==> src/rtl/serial_mag_comparator_ctrl.sv <==
// serial_mag_comparator_ctrl: MSB-first bit-serial magnitude compare through an external 1-bit comparator
module serial_mag_comparator_ctrl #(
   parameter int WIDTH = 8,
   localparam int CW = $clog2(WIDTH + 1)
) (
   input  logic             clk,
   input  logic             rst_n,
   input  logic             start,
   input  logic [WIDTH-1:0] a_in,
   input  logic [WIDTH-1:0] b_in,
   output logic             a_bit,
   output logic             b_bit,
   input  logic             cmp_gt,
   input  logic             cmp_eq,
   input  logic             cmp_lt,
   output logic             busy,
   output logic             done,
   output logic             a_gt_b,
   output logic             a_eq_b,
   output logic             a_lt_b,
   output logic             cmp_err,
   output logic [CW-1:0]    bits_used
);
   typedef enum logic [1:0] {IDLE, SHIFT, DONE} state_t;
   state_t state;
   logic [WIDTH-1:0] a_sr, b_sr;
   logic [CW-1:0] cnt;
   logic one_hot;
   assign one_hot = (cmp_gt ^ cmp_eq ^ cmp_lt) & ~(cmp_gt & cmp_eq & cmp_lt);
   assign a_bit = (state == SHIFT) & a_sr[WIDTH-1];
   assign b_bit = (state == SHIFT) & b_sr[WIDTH-1];
   always_ff @(posedge clk or negedge rst_n) begin
      if (!rst_n) begin
         state <= IDLE;
         a_sr <= '0;
         b_sr <= '0;
         cnt <= '0;
         busy <= 1'b0;
         done <= 1'b0;
         {a_gt_b, a_eq_b, a_lt_b, cmp_err} <= 4'b0000;
         bits_used <= '0;
      end else begin
         case (state)
            IDLE: if (start) begin
               a_sr <= a_in;
               b_sr <= b_in;
               cnt <= CW'(WIDTH - 1);
               {a_gt_b, a_eq_b, a_lt_b, cmp_err} <= 4'b0000;
               bits_used <= '0;
               busy <= 1'b1;
               state <= SHIFT;
            end
            SHIFT: begin
               bits_used <= bits_used + 1'b1;
               // any non-one-hot code aborts with only the error flag set
               if (!one_hot || cmp_gt || cmp_lt || cnt == '0) begin
                  {a_gt_b, a_eq_b, a_lt_b, cmp_err} <= one_hot ? {cmp_gt, cmp_eq, cmp_lt, 1'b0} : 4'b0001;
                  busy <= 1'b0;
                  done <= 1'b1;
                  state <= DONE;
               end else begin
                  a_sr <= a_sr << 1;
                  b_sr <= b_sr << 1;
                  cnt <= cnt - 1'b1;
               end
            end
            DONE: begin
               done <= 1'b0;
               state <= IDLE;
            end
            default: state <= IDLE;
         endcase
      end
   end
endmodule

==> config.mk <==
export PLATFORM = sky130hd
export DESIGN_NAME = serial_mag_comparator_ctrl
export DESIGN_NICKNAME = d
export VERILOG_FILES = /design/src/rtl/serial_mag_comparator_ctrl.sv
export SDC_FILE = /design/constraint.sdc
export NUM_CORES = 1
export LEC_CHECK = 0
export ABC_AREA = 1
export ABC_CLOCK_PERIOD_IN_PS = 1900
export CORE_UTILIZATION = 40
export CTS_CLUSTER_SIZE = 40
export DETAILED_ROUTE_END_ITERATION = 16
export PLACE_DENSITY = 0.65
export RECOVER_POWER = 25
export SLEW_MARGIN = 20
export SYNTH_ARGS = -nofsm -noshare
export SYNTH_HDL_FRONTEND = slang
export SYNTH_SLANG_ARGS = --single-unit
==> constraint.sdc <==
create_clock -name clk -period 1.9 [get_ports clk]
set_input_delay 0.285 -clock clk [delete_from_list [all_inputs] [get_ports clk]]
set_output_delay 0.285 -clock clk [all_outputs]
set_load 0.01 [all_outputs]
==> results.json <==
{
  "cts.path.max_buffers": 2,
  "place_hpwl_um": 2300,
  "firstDrtPassIters": 4,
  "die_x_um": 65.1,
  "fin_crit_ps": 1800,
  "rsz0062_at_grt": "false",
  "cp_slowest_stage_delay_ps": 530,
  "synth_nets": 233,
  "tightest_slew_ps": 777,
  "yosysSeqAreaShare": 0.502,
  "numCtsBuffers": 5,
  "cts_resized": 1,
  "syn_avg_cell_area_um2": 7.66,
  "status": "finished clean",
  "skew_ps": 3.04,
  "grt_overflow_total": 0,
  "hold_depth": 1,
  "grt_usage": 0.182,
  "syn-cell-area_mm2": 0.00159,
  "grt_pass1_vias": 1322,
  "crit_buf_inv": 2,
  "syn_inst": 208,
  "crit_chain": "inv_1 -> nand2_4 -> nor2_1 -> clkdlybuf4s50_1",
  "fin_hold_ws_ps": 478,
  "port_buffers": 33,
  "antenna_cells": 0,
  "p_leak_nw": 1.09,
  "rows": 22,
  "final_hold_viol_count": 0,
  "gp_routability_congestion": 0.743,
  "critPathLaunchType": "flip-flop",
  "ir_worst_vdd_mv": 0.678,
  "ys_ff_latch": 32,
  "rr_endpoint": "b_sr[4]",
  "wire_per_inst_um": 11.3,
  "yosys_warnings": 0,
  "worstRegToRegCells": 7,
  "timing.max_cap.violations": 0,
  "stdcell_area_mm2": 0.00209,
  "antenna_found_initial": 0,
  "vias": 1402,
  "synth_cell_types": 21,
  "fillers": 367,
  "fin_tns_setup_ps": 0,
  "die_y_um": 65.1,
  "nets": 273,
  "maxSlewViolCount": 0,
  "path_clk_slew_ps": 60,
  "drive_gt1_frac": 0.0924,
  "critPathMaxFanout": 11,
  "htree_levels": 2,
  "postCtsSetupBuffers": 0,
  "hp-start": "bits_used[3]",
  "hold_end": "bits_used[3]",
  "ios": 34,
  "drt_drc_violations_left": 0,
  "grt_pass1_wl_um": 5840,
  "syn2layout_area_growth_pct": 31.3,
  "drt_iter0_markers": 102,
  "required_ps": 1620,
  "ant_nets": 0,
  "slowest_stage": "clkdlybuf4s50_1",
  "crit_path_end_kind": "primary output",
  "grt_max_degree": 33,
  "cp_data_arrival_time_ps": 1520,
  "clk_latency_ps": 270,
  "finalWirelength_um": 3340,
  "clock.fmax_mhz": 555,
  "cts_tree": "done",
  "hold_path_class": "flip-flop to flip-flop",
  "die-area_mm2": 0.00424,
  "core_area_mm2": 0.00374,
  "ctsHoldBuffers": 0,
  "cts_root_buf": "clkbuf_8",
  "worst-r2r-setup-slack_ps": 460,
  "start_util": 0.426,
  "cts_sinks": 32,
  "fin_crit_sh": 0.948,
  "post_drt_via_cell_ratio": 4.72,
  "worst-setup-path-type": "flip-flop to primary output",
  "place_area_mm2": 0.00200,
  "power_density_mw_per_mm2": 1230,
  "cp_top_family": "buffers and inverters",
  "r2r_start": "state[1]",
  "relSlewSlack": 0.482,
  "setup_violations": 0
}
-- cell usage after synthesis, drive strengths merged --
master / number / share of area
o21ai: 5 / 0.016
a21oi: 3 / 0.0094
nand2: 102 / 0.25
o211ai: 1 / 0.0047
clkbuf: 1 / 0.0024
nand4: 1 / 0.0039
dfrtp: 32 / 0.50
nand3: 30 / 0.097
nor3: 1 / 0.0063
nor2: 8 / 0.020
xor2: 1 / 0.0055
ha: 3 / 0.024
inv: 11 / 0.026
buf: 9 / 0.036
-- logic make-up after synthesis --
logic type,Yosys count,share of synthesized area
adder cells (fa/ha/maj),3,0.0236
AND/OR/NAND/NOR,142,0.374
flip-flops,32,0.502
XOR/XNOR,1,0.00550
AO/OA/AOI/OAI,9,0.0298
buffers and inverters,21,0.0644
-- worst max-delay path by stage --
stage / from / end / slack, ps / cells after the start
2_1_floorplan: cmp_gt / cnt[3] / 600 / 7
6_report: state[1] / a_bit / 100 / 4
3_5_place_dp: cmp_gt / a_sr[2] / 4 / 8
3_3_place_gp: cmp_gt / b_sr[4] / 90 / 8
5_1_grt: state[1] / a_bit / 30 / 4
4_1_cts: state[1] / a_bit / 40 / 4
-- stage by stage --
stage / worst slack (ps) / util / power [W] / instances
3_5_place_dp: 4.06 / 0.534 / 0.00207 / 289
3_3_place_gp: 89.3 / 0.534 / 0.00205 / 289
2_1_floorplan: 602 / - / 0.00170 / 208
4_1_cts: 37.2 / 0.558 / 0.00261 / 297
6_report: 99.6 / 0.559 / 0.00258 / 297
5_1_grt: 34.2 / 0.559 / 0.00281 / 297
-- state kept, by name (all words and copies together) (netlist names) --
signal	cells
bits_used	4
a_lt_b	1
state	2
done	1
cmp_err	1
b_sr	8
a_eq_b	1
a_sr	8
cnt	4
a_gt_b	1
busy	1
-- final cells by class --
cell class / count / area (um^2) / area share
sequential: 32 / 801 / 0.383
tap: 48 / 60.1 / 0.0287
clock buffer: 8 / 90.1 / 0.0430
timing repair buffer: 43 / 403 / 0.192
inverter: 11 / 41.3 / 0.0197
multi-input combinational: 155 / 698 / 0.334
-- cell usage in the layout (no fill, tap or decap), types with 2 or more instances in the layout --
master,synthesis,routed
nand2_4,1,2
inv_1,10,10
clkdlybuf4s50_1,0,32
nor2_1,7,7
ha_1,3,3
o21ai_0,4,4
a21oi_1,3,3
clkbuf_1,1,2
buf_4,0,9
clkbuf_8,0,6
dfrtp_1,32,32
nand2_1,100,99
nand3_1,29,29
-- power breakdown --
part | switching [W] | internal, W
Clock | 0.000227 | 0.000295
Sequential | 0.000170 | 0.000949
Combinational | 0.000510 | 0.000431
Total | 0.000908 | 0.00167
-- routing by layer --
metal / share of wire / wire length [um] / up-vias / GRT usage
met2: 0.45 / 1510 / 21 / 0.289
met3: 0.032 / 107 / 5 / 0.0469
li1: - / - / 734 / -
met4: 0.012 / 39 / 0 / 0.0652
met5: 0 / 0 / - / 0
met1: 0.50 / 1680 / 642 / 0.242
(Power assumes the default switching activity.)
